==> src/rtl/uart_inst_loader.sv <==
// UART (8N1) receiver that assembles four little-endian bytes into a 32-bit
// instruction word and offers it on a valid/ready handshake.
//
// state   | meaning
// S_IDLE  | waiting for a falling edge on rx
// S_START | half-bit wait, then confirm start bit is still low
// S_DATA  | sampling 8 data bits, LSB first, one per bit period
// S_STOP  | sampling stop bit, then back to idle
module uart_inst_loader #(
  parameter int CLKS_PER_BIT = 208,
  parameter int TIMEOUT_CLKS = 2_400_000
) (
  input  logic        clk,
  input  logic        reset,
  input  logic        rxd,
  output logic [31:0] inst_data,
  output logic        inst_valid,
  input  logic        inst_ready,
  output logic        frame_err,
  output logic        overrun,
  input  logic        overrun_clr
);

  localparam int BIT_W  = ($clog2(CLKS_PER_BIT) > 0) ? $clog2(CLKS_PER_BIT) : 1;
  localparam int IDLE_W = ($clog2(TIMEOUT_CLKS) > 0) ? $clog2(TIMEOUT_CLKS) : 1;

  localparam logic [BIT_W-1:0]  BIT_TC  = BIT_W'(CLKS_PER_BIT - 1);
  localparam logic [BIT_W-1:0]  HALF_TC = BIT_W'(CLKS_PER_BIT / 2 - 1);
  localparam logic [IDLE_W-1:0] IDLE_TC = IDLE_W'(TIMEOUT_CLKS - 1);

  localparam logic [1:0] S_IDLE  = 2'd0;
  localparam logic [1:0] S_START = 2'd1;
  localparam logic [1:0] S_DATA  = 2'd2;
  localparam logic [1:0] S_STOP  = 2'd3;

  logic [1:0]        r_sync;
  logic              r_rx_prev;
  logic [1:0]        r_state;
  logic [BIT_W-1:0]  r_bit_tmr;
  logic [2:0]        r_bit_idx;
  logic [7:0]        r_shift;
  logic [1:0]        r_byte_cnt;
  logic [23:0]       r_word;
  logic [IDLE_W-1:0] r_idle_cnt;
  logic [31:0]       r_inst_data;
  logic              r_inst_valid;
  logic              r_frame_err;
  logic              r_overrun;

  logic        w_rx;
  logic        w_fall;
  logic        w_tick;
  logic        w_stop_smp;
  logic        w_byte_stb;
  logic        w_frame_bad;
  logic        w_idle_run;
  logic        w_idle_tc;
  logic        w_complete;
  logic        w_load;
  logic        w_drop;
  logic [31:0] w_word_full;

  assign w_rx        = r_sync[1];
  assign w_fall      = r_rx_prev & ~w_rx;
  assign w_tick      = (r_bit_tmr == '0);
  assign w_stop_smp  = (r_state == S_STOP) && w_tick;
  assign w_byte_stb  = w_stop_smp & w_rx;
  assign w_frame_bad = w_stop_smp & ~w_rx;
  assign w_idle_run  = (r_state == S_IDLE) && (r_byte_cnt != 2'd0) && !w_fall;
  assign w_idle_tc   = w_idle_run && (r_idle_cnt == IDLE_TC);
  assign w_complete  = w_byte_stb && (r_byte_cnt == 2'd3);
  assign w_load      = w_complete && (!r_inst_valid || inst_ready);
  assign w_drop      = w_complete && r_inst_valid && !inst_ready;
  assign w_word_full = {r_shift, r_word};

  always_ff @(posedge clk) begin
    if (reset) begin
      r_sync    <= 2'b11;
      r_rx_prev <= 1'b1;
    end else begin
      r_sync    <= {r_sync[0], rxd};
      r_rx_prev <= w_rx;
    end
  end

  always_ff @(posedge clk) begin
    if (reset) begin
      r_state   <= S_IDLE;
      r_bit_tmr <= '0;
      r_bit_idx <= 3'd0;
      r_shift   <= 8'd0;
    end else begin
      case (r_state)
        S_IDLE: begin
          r_bit_tmr <= '0;
          if (w_fall) begin
            r_state   <= S_START;
            r_bit_tmr <= HALF_TC;
          end
        end
        S_START: begin
          if (w_tick) begin
            if (!w_rx) begin
              r_state   <= S_DATA;
              r_bit_tmr <= BIT_TC;
              r_bit_idx <= 3'd0;
            end else begin
              r_state <= S_IDLE;
            end
          end else begin
            r_bit_tmr <= r_bit_tmr - 1'b1;
          end
        end
        S_DATA: begin
          if (w_tick) begin
            r_shift   <= {w_rx, r_shift[7:1]};
            r_bit_tmr <= BIT_TC;
            if (r_bit_idx == 3'd7) begin
              r_state <= S_STOP;
            end else begin
              r_bit_idx <= r_bit_idx + 1'b1;
            end
          end else begin
            r_bit_tmr <= r_bit_tmr - 1'b1;
          end
        end
        default: begin
          if (w_tick) begin
            r_state <= S_IDLE;
          end else begin
            r_bit_tmr <= r_bit_tmr - 1'b1;
          end
        end
      endcase
    end
  end

  // Byte assembly; bytes 0..2 are staged, byte 3 goes straight into the word.
  always_ff @(posedge clk) begin
    if (reset) begin
      r_byte_cnt <= 2'd0;
      r_word     <= 24'd0;
    end else if (w_frame_bad || w_idle_tc) begin
      r_byte_cnt <= 2'd0;
    end else if (w_byte_stb) begin
      case (r_byte_cnt)
        2'd0:    r_word[7:0]   <= r_shift;
        2'd1:    r_word[15:8]  <= r_shift;
        2'd2:    r_word[23:16] <= r_shift;
        default: r_word        <= r_word;
      endcase
      r_byte_cnt <= r_byte_cnt + 1'b1;
    end
  end

  always_ff @(posedge clk) begin
    if (reset) begin
      r_idle_cnt <= '0;
    end else if (w_fall || w_idle_tc || (r_byte_cnt == 2'd0)) begin
      r_idle_cnt <= '0;
    end else if (w_idle_run) begin
      r_idle_cnt <= r_idle_cnt + 1'b1;
    end
  end

  always_ff @(posedge clk) begin
    if (reset) begin
      r_inst_data  <= 32'd0;
      r_inst_valid <= 1'b0;
      r_frame_err  <= 1'b0;
      r_overrun    <= 1'b0;
    end else begin
      r_frame_err <= w_frame_bad;
      if (w_load) begin
        r_inst_data  <= w_word_full;
        r_inst_valid <= 1'b1;
      end else if (r_inst_valid && inst_ready) begin
        r_inst_valid <= 1'b0;
      end
      // A drop in the same cycle as a clear request leaves the flag set.
      if (w_drop) begin
        r_overrun <= 1'b1;
      end else if (overrun_clr) begin
        r_overrun <= 1'b0;
      end
    end
  end

  assign inst_data  = r_inst_data;
  assign inst_valid = r_inst_valid;
  assign frame_err  = r_frame_err;
  assign overrun    = r_overrun;

endmodule

==> config.mk <==
export PLATFORM = sky130hd
export DESIGN_NAME = uart_inst_loader
export DESIGN_NICKNAME = d
export VERILOG_FILES = /design/src/rtl/uart_inst_loader.sv
export SDC_FILE = /design/constraint.sdc
export NUM_CORES = 1
export LEC_CHECK = 0
export ABC_AREA = 1
export ABC_CLOCK_PERIOD_IN_PS = 4700
export CORE_AREA = 8 8 109 111
export DETAILED_ROUTE_END_ITERATION = 8
export DIE_AREA = 0 0 117 119
export MAX_ROUTING_LAYER = met4
export PLACE_DENSITY = 0.69
export SYNTH_ARGS = -nofsm -noshare
export SYNTH_HDL_FRONTEND = slang
export SYNTH_SLANG_ARGS = --single-unit
==> constraint.sdc <==
create_clock -name clk -period 4.7 [get_ports clk]
set_input_delay 0.94 -clock clk [delete_from_list [all_inputs] [get_ports clk]]
set_output_delay 0.94 -clock clk [all_outputs]
set_load 0.01 [all_outputs]
# After elaboration in Yosys (flattened, before gate mapping)
# Index checks and enable logic that the tools add are counted.
[op_classes] mux=22 n_div=0 magnitude_cmp=0 n_addsub=4 n_bitwise=5 n_reduce_logical=33 n_eq_ne=16 multipliers=0 shifts=0
[op_table] cell="$mux W8" n=4
[op_table] cell="$pmux W8 S3" n=1
[op_table] cell="$add A22 B1 Y22 const B" n=1
[op_table] cell="$eq A22 B22 Y1 const B" n=1
[op_table] cell="$mux W2" n=6
[op_table] cell="$mux W3" n=4
[op_table] cell="$ne A2 B2 Y1 const B" n=6
[op_table] cell="$reduce_and A5 Y1" n=2
[op_table] cell="$reduce_bool A2 Y1" n=5
[op_table] cell="$logic_and A1 B1 Y1" n=9
[op_table] cell="$reduce_and A3 Y1" n=3
[op_table] cell="$eq A2 B2 Y1 const B" n=4
[op_table] cell="$logic_not A8 Y1" n=1
[op_table] cell="$sub A8 B1 Y8 const B" n=1
[op_table] cell="$mux W7" n=1
[op_table] cell="$pmux W2 S3" n=1
[op_table] cell="$pmux W3 S2" n=1
[op_table] cell="$eq A2 B1 Y1 const B" n=2
[op_table] cell="$logic_not A2 Y1" n=2
[op_table] cell="$logic_or A1 B1 Y1" n=4
[op_table] cell="$mux W1" n=4
[op_table] cell="$ne A4 B1 Y1 const B" n=1
[op_table] cell="$reduce_and A2 Y1" n=2
[op_table] cell="$reduce_or A2 Y1" n=2
[op_table] cell="7 further kinds" n=12
[totals] ramBits=0 in_bits=5 latch_bits=0 register_bits=107 out_inout_bits=35 romBits=0 mem_count=0 word_cells=95

# Longest topological paths before layout
[logic_depth] ltp_word=8 mapped_depth=13 ltp_nobuf=12

# Worst setup path before layout
# No wires, ideal clock.
[synth_timing] path_type="input port to flip-flop" start="input reset" end="register r_inst_data[0], in the netlist inst_data[0]" setup_time_ns=0.064 t_arrival_ns=1.905 n_path_buf=3 cell_stages=6 required_time_ns=4.636 path_slack_ns=2.731 cell_sequence="clkbuf_1 -> inv_1 -> clkbuf_1 -> clkbuf_1 -> nand2_1 -> nor2_1"
[synth_rtl] element="start, declared" line="14" source="input logic reset,"
[synth_rtl] element="end signal, assigned" line="175" source="r_inst_data <= w_word_full;"
[synth_rtl] element="end, declared" line="45" source="logic [31:0] r_inst_data;"

# Worst setup path after layout
[layout_timing] start="input inst_ready" end="register r_inst_data[17], in the netlist inst_data[17]"
[layout_between] elab_chain_len=2
[layout_lines] element="start, declared" line="18" source="input logic inst_ready,"
[layout_lines] element="$logic_or A1 B1 Y1" line="72" source="assign w_load = w_complete && (!r_inst_valid || inst_ready);"
[layout_lines] element="$logic_and A1 B1 Y1" line="72"
# Every way passes these cells.
# A chain may end at the register's enable or synchronous reset.

==> results.txt <==
STA classifies the critical path endpoint as a register. The run finished with clean final reports. At the worst endpoint, the required time is 4.98 ns. The floorplan step set the die height to 119 um. The total number of nets in the final design is 776. Clock-pin slew was measured on the worst setup and hold paths at 0.11 ns. In this run the cell area of the synthesized design comes to 4970 um^2. The register bit total from synthesis is 107.

Cells fill a little under three fifths of the core in the end. The cell sitting at the root of the clock tree is a sky130_fd_sc_hd__clkbuf_8. The critical path is of the in -> reg type.

The width of the die came out at between 100 and 150 um. Setup repair after global routing left no endpoint under its margin. The reported leakage power came out at 2.34 nW. The average cell area after synthesis came out at 6.85 um^2. The tree built by TritonCTS fans out to 107 sinks. The number of placement rows is 37. The total congestion overflow after global routing is 0. The number of antenna violations at the first check in global routing is 0. For this run, design rule violations remaining after detail routing come to 0.

For this run, the register share of the synthesized area comes to 43.1%. The count of cells resized by post-cts repair is 0. In the synthesized netlist the async set-or-reset flop fraction comes to 0%.

The area of the die came out at 13900 um^2. The total routed wirelength is 10100 um. The worst-skew pair later-pin latency came out at approximately 0.37 ns. Power comes to 2.00 mW.

The critical path launch point type is an input port. The cell class contributing the biggest share of worst-path delay is simple AND/OR/NAND/NOR gates. The number of failing hold endpoints at the final stage came to 0. The setup fix buffers added after clock tree synthesis came out at 0.

The per-cell routed wire length came out at 11.2 um. The setup slack of the critical path after layout came out at 2.11 ns. The final worst-path cycle share is 55.0%. The number of routed nets with antenna violations came out at 0.

0 antenna diodes ended up in the layout. In this run, post-CTS hold repair placed 0 buffers. The number of filler instances in the final layout is 1014. The congestion estimate from routability-driven global placement came to 0.890. The first global-routing pass estimated 17600 um of wire. The H-tree depth reported by CTS came out at 3.

The number of slew-limit violations in the final report is 0. The cell count after synthesis came out at 725. On the critical path, the stage with the largest delay is an instance of sky130_fd_sc_hd__nor3_4. The count of port buffers added during placement came out at 39. Among all flip-flop cells after synthesis, the most frequent one is sky130_fd_sc_hd__dfxtp_1. The mean number of vias per cell is 4.73. The worst path buffer plus inverter count is 2.

The number of synthesized flops with an enable pin came out at 0. The overall fraction of global-route tracks in use is between 15 and 20%. The total number of yosys warnings is 0. The net count of the mapped netlist is 744. The distinct cell type count after synthesis is 34. Max-cap violations in this run came to 0. Setup total negative slack on the finished layout was measured at 0 ns. The top-level I/O count came out at 40. The placeable core area came out at ~10000 um^2.

The ratio of total power to cell area came out at 357 nW/um^2. In this run the worst path has a maximum fanout of 27. The total number of vias is 4246. The worst slack after detailed placement came out at 1.69 ns.

The largest voltage drop on the vdd net is 0.000317 V. The area growth from synthesis to final layout came out at 12.8%. The maximum number of pins on one net before global-route repair is 65. The detailed-routing iteration count for the pre-antenna-repair pass is 5. Clock tree synthesis inserted a total of 9 buffers.

The worst slack on hold paths is 0.424 ns. The signal on the critical path passes through clkdlybuf4s50_1 -> nor2_1 -> nor3_4 -> buf_4 -> nand2_1 -> nand2_1 -> nor2_1. The relative max-transition margin is 34.1%.

The shortest clock period the worst path allows after layout came out at around 2.6 ns. The worst hold path belongs to the class reg -> reg. Setup violations remaining at the end of the flow were counted as 0. The post-route netlist has about 5.5% of its cells at a drive strength greater than 1. Derived from the worst setup path, the maximum achievable clock frequency is 0.387 GHz. Counting along the longest clock path gives a buffer depth of 2. The number of design-rule violations left by the first detailed-router iteration came out at approximately 180. The critical path data arrival time came out at 2.86 ns. The half-perimeter wire length of the detailed placement result is around 7300 um.

Between clock sinks in the finished design, the worst skew comes to 0.0143 ns. The via count of the first global-routing pass is 4012. TritonCTS built the clock tree. At the pin with the least slew margin, the transition time is 0.986 ns.

The initial core utilization is 49.2%. The maximum cell stage delay along the critical path came out at between 0.8 and 0.9 ns.
==> registers in the layout (all words and copies together) (netlist names) <==
signal,flops
r_byte_cnt,2
r_idle_cnt,22
r_bit_tmr,8
r_shift,8
frame_err,1
inst_valid,1
inst_data,32
r_state,2
r_word,24
r_sync,2
r_rx_prev,1
overrun,1
r_bit_idx,3
==> placed cells by master (no fill, tap or decap), types with 5 or more instances in the layout <==
cell type / count
sky130_fd_sc_hd__a21oi_1: 33
sky130_fd_sc_hd__nand2_1: 194
sky130_fd_sc_hd__o21ai_0: 22
sky130_fd_sc_hd__nor2_2: 5
sky130_fd_sc_hd__xor2_1: 6
sky130_fd_sc_hd__nand4_1: 9
sky130_fd_sc_hd__nor2_1: 164
sky130_fd_sc_hd__clkdlybuf4s50_1: 39
sky130_fd_sc_hd__ha_1: 14
sky130_fd_sc_hd__nand3_1: 26
sky130_fd_sc_hd__dfxtp_1: 107
sky130_fd_sc_hd__inv_1: 89
sky130_fd_sc_hd__clkbuf_8: 9
sky130_fd_sc_hd__nor3_1: 5
==> layout make-up <==
type | instances | area (um^2) | share of cell area, %
clock inverters | 6 | 60.1 | 1.07
inverters | 93 | 349 | 6.23
repair buffers | 42 | 413 | 7.37
well taps | 136 | 170 | 3.04
multi-input cells | 504 | 2340 | 41.8
clock buffers | 9 | 124 | 2.21
flip-flops and latches | 107 | 2140 | 38.2
==> Yosys cell counts, types with 3 or more instances <==
master                       n  share of area [%]
sky130_fd_sc_hd__a21oi_1    33                3.3
sky130_fd_sc_hd__buf_1       3               0.23
sky130_fd_sc_hd__buf_2       3               0.30
sky130_fd_sc_hd__buf_6       6                1.4
sky130_fd_sc_hd__clkbuf_1    8               0.60
sky130_fd_sc_hd__dfxtp_1   107                 43
sky130_fd_sc_hd__ha_1       14                3.5
sky130_fd_sc_hd__inv_1      90                6.8
sky130_fd_sc_hd__nand2_1   194                 15
sky130_fd_sc_hd__nand2_2     4               0.50
sky130_fd_sc_hd__nand3_1    26                2.6
sky130_fd_sc_hd__nand3_4     3                1.1
sky130_fd_sc_hd__nand4_1     9                1.1
sky130_fd_sc_hd__nor2_1    164                 12
sky130_fd_sc_hd__nor2_2      5               0.63
sky130_fd_sc_hd__nor3_1      5               0.50
sky130_fd_sc_hd__o21ai_0    22                2.2
sky130_fd_sc_hd__or2_2       4               0.50
sky130_fd_sc_hd__xnor2_1     3               0.53
sky130_fd_sc_hd__xor2_1      6                1.1
==> stage by stage <==
step / cell area [um^2] / cells
floorplan: 4970 / 725
global placement: 5420 / 882
detailed placement: 5420 / 882
CTS: 5600 / 897
global route: 5600 / 897
finish: 5600 / 897
==> path summary, 6_finish.rpt <==
kind           startpoint            end  slack [ns]  cells after the start
max reg2reg  r_bit_tmr[0]  inst_data[17]        2.17                     10
min             r_sync[0]      r_sync[1]        0.42                      1
max            inst_ready  inst_data[17]        2.11                      7
min reg2reg     r_sync[0]      r_sync[1]        0.42                      1
==> worst register-to-register path, delay by kind of cell, from the launching register on <==
kind | cells | cell delay [ns]
adder cells (fa/ha/maj) | 1 | 0.19
buffers and inverters | 2 | 0.51
flip-flops | 1 | 0.31
AND/OR/NAND/NOR | 7 | 1.45
==> logic make-up after synthesis <==
group	share of synthesized area, %
AOI/OAI and AO/OA	6.32
and+or+nand+nor	35.8
DFF	43.1
buffers and inverters	9.67
xor gates and xnor gates	1.59
adders and majority gates	3.53
==> power by group <==
| part | internal [mW] | switching [mW] | total, mW | leakage (nW) |
|---|---|---|---|---|
| logic | 0.173 | 0.313 | 0.487 | 1.38 |
| registers | 0.948 | 0.0308 | 0.979 | 0.863 |
| clock network | 0.202 | 0.330 | 0.533 | 0.0934 |
| total | 1.32 | 0.674 | 2.00 | 2.34 |
==> metal layers <==
metal | GRT usage, % | vias to the layer above | share of wire (%)
met5 | - | - | 0
met2 | 25.5 | 73 | 47
met3 | 2.58 | 9 | 4.8
met4 | 5.28 | 0 | 0.97
met1 | 19.0 | 1886 | 47
li1 | - | 2278 | -
(Power assumes the default switching activity.)
==> variant (config.mk and constraints unchanged) <==
Reset style: asynchronous (`reset`), changed in 5 clocked blocks.
--- a/src/rtl/uart_inst_loader.sv
+++ b/src/rtl/uart_inst_loader.sv
@@ -73,7 +73,7 @@
   assign w_drop      = w_complete && r_inst_valid && !inst_ready;
   assign w_word_full = {r_shift, r_word};
 
-  always_ff @(posedge clk) begin
+  always_ff @(posedge clk or posedge reset) begin
     if (reset) begin
       r_sync    <= 2'b11;
       r_rx_prev <= 1'b1;
@@ -83,7 +83,7 @@
     end
   end
 
-  always_ff @(posedge clk) begin
+  always_ff @(posedge clk or posedge reset) begin
     if (reset) begin
       r_state   <= S_IDLE;
       r_bit_tmr <= '0;
@@ -136,7 +136,7 @@
   end
 
   // Byte assembly; bytes 0..2 are staged, byte 3 goes straight into the word.
-  always_ff @(posedge clk) begin
+  always_ff @(posedge clk or posedge reset) begin
     if (reset) begin
       r_byte_cnt <= 2'd0;
       r_word     <= 24'd0;
@@ -153,7 +153,7 @@
     end
   end
 
-  always_ff @(posedge clk) begin
+  always_ff @(posedge clk or posedge reset) begin
     if (reset) begin
       r_idle_cnt <= '0;
     end else if (w_fall || w_idle_tc || (r_byte_cnt == 2'd0)) begin
@@ -163,7 +163,7 @@
     end
   end
 
-  always_ff @(posedge clk) begin
+  always_ff @(posedge clk or posedge reset) begin
     if (reset) begin
       r_inst_data  <= 32'd0;
       r_inst_valid <= 1'b0;
Formal check against the unedited RTL: same outputs for any inputs over 10 cycles, from zero or initial values and one cycle with reset high; that may be too few to reach the edited logic, so the function may still have changed.
==> variant against the unedited design <==
Synthesized cell count shrank 14%. Synthesized area grew 4.5%. Power grew 3.9%. Via count shrank 4.2%. Sequential share of layout area grew 7.7 points. Wire length grew 5.7%. Die area is the same. Sequential power grew 6%. Setup slack lost 0.10 ns. Sequential cell count is the same. Combinational power grew 0.8%. Design area grew 4.2%.
==> variant: results (changes against the unedited design) <==
Worst setup path
  • Timing startpoint of the critical path: r_state[1]
  • Data arrival at the endpoint of the critical path: 2.99 ns (+0.13 ns)
  • Crit path max-delay cell type: nand3_1
  • Stage delay of the slowest cell on the critical path: 0.60 ns (-0.21 ns)
  • Largest driver fanout on the critical path: 22 (-19%)
  • Critical path class: reg -> reg

GRT
  • Global-route wire length before repair: 18.66 mm (+6.1%)
  • Largest net degree at the start of global routing: 86 (+32%)
  • Vias in the first global route: 4057 (+1.1%)
  • GRT Util Overall: 16.79% (+1.2 points)

Placement
  • Hpwl dp: 7.555 mm (+3.1%)
  • Routability-driven placement congestion ratio: 0.8687 (-2.4%)
  • Dpl ws: 2.039 ns (+0.3460 ns)
  • Post-Place Cells: 777 (-12%)

Route
  • Number of DRC violations after detailed-routing iteration 0: 201 (+11%)
  • Average via count per standard cell: 5.131 (+8.4%)
  • WL/cell: 13.44 µm (+20%)
  • Pre-antenna DRT Iters: 4 (-1)

Finish
  • Total number of nets in the final design: 671 (-14%)
  • Post-route non-filler standard cell count: 793 (-12%)
  • Share of final-layout standard cells stronger than drive strength 1: 6.545% (+1.0 points)

Clocking
  • Root buffer cell: clkbuf_8

Synth
  • Number of distinct library cell variants in the gate-level netlist after synthesis: 38 (+12%)
  • Cells taking the most area after synthesis: dfrtp_1, nand2_1, nor2_1
  • Most frequent cells after synthesis: nand2_1, dfrtp_1, nor2_1, inv_1, o21ai_0
  • Register area share after synthesis: 51.65% (+8.5 points)
  • Net count after synthesis: 639 (-14%)
  • Cells after Synth: 620 (-14%)

Worst hold path
  • Hold wc startpoint: r_sync[0]

Outcome
  • Run status: finished clean

STA
  • Relative slew margins: 32.73% (-1.3 points)
-- variant: logic make-up (layout without fill, tap and decap cells) --
logic type	count (synthesis)	count (layout)	share of synthesized area, %
compound gates	72	72	7.400
xor+xnor	10	10	1.687
fa+ha+maj	14	14	3.374
buf+inv	70	107	6.001
flops	107	107	51.65
mux	7	7	1.519
simple gates	340	340	28.37
-- variant: through the flow --
stage | total power [µW] | hold slack, ns
after floorplan | 1429 | 0.3452
after detailed placement | 1546 | 0.3484
after CTS | 2092 | 0.3625
final | 2076 | 0.3618
after global placement | 1528 | 0.3472
after global routing | 2216 | 0.3664
-- variant: cell type report --
class,count,area [µm²]
clock buffer,11,141.4
timing repair buffer,42,412.9
multi-input combinational,443,2201
inverter,49,186.4
sequential,107,2681
tap,136,170.2
fill,947,4253
clock inverter,5,46.29
-- variant: final timing paths --
path / depth (start not counted) / slack (ns) / to
worst max-delay path: 9 / 2.01 / r_word[22]
worst min-delay path: 0 / 0.36 / r_sync[1]
worst max register to register: 9 / 2.01 / r_word[22]
worst min register to register: 0 / 0.36 / r_sync[1]
max in group asynchronous: 3 / 2.64 / r_word[11]
min in group asynchronous: 2 / 1.17 / r_idle_cnt[8]
-- variant: power breakdown --
group	switching (µW)	leakage [µW]	internal, µW
combinational	328	0.00140	163
sequential	61.7	0.00147	977
clock	329	0.0000896	216
total	719	0.00296	1360
-- variant: routing by layer --
metal	vias to the layer above	share of wire, %	global-route usage [%]
met3	13	4.9	2.981
met5	-	0	-
met1	1903	45	20.11
met4	0	1.4	5.044
li1	2073	-	-
met2	80	49	28.14
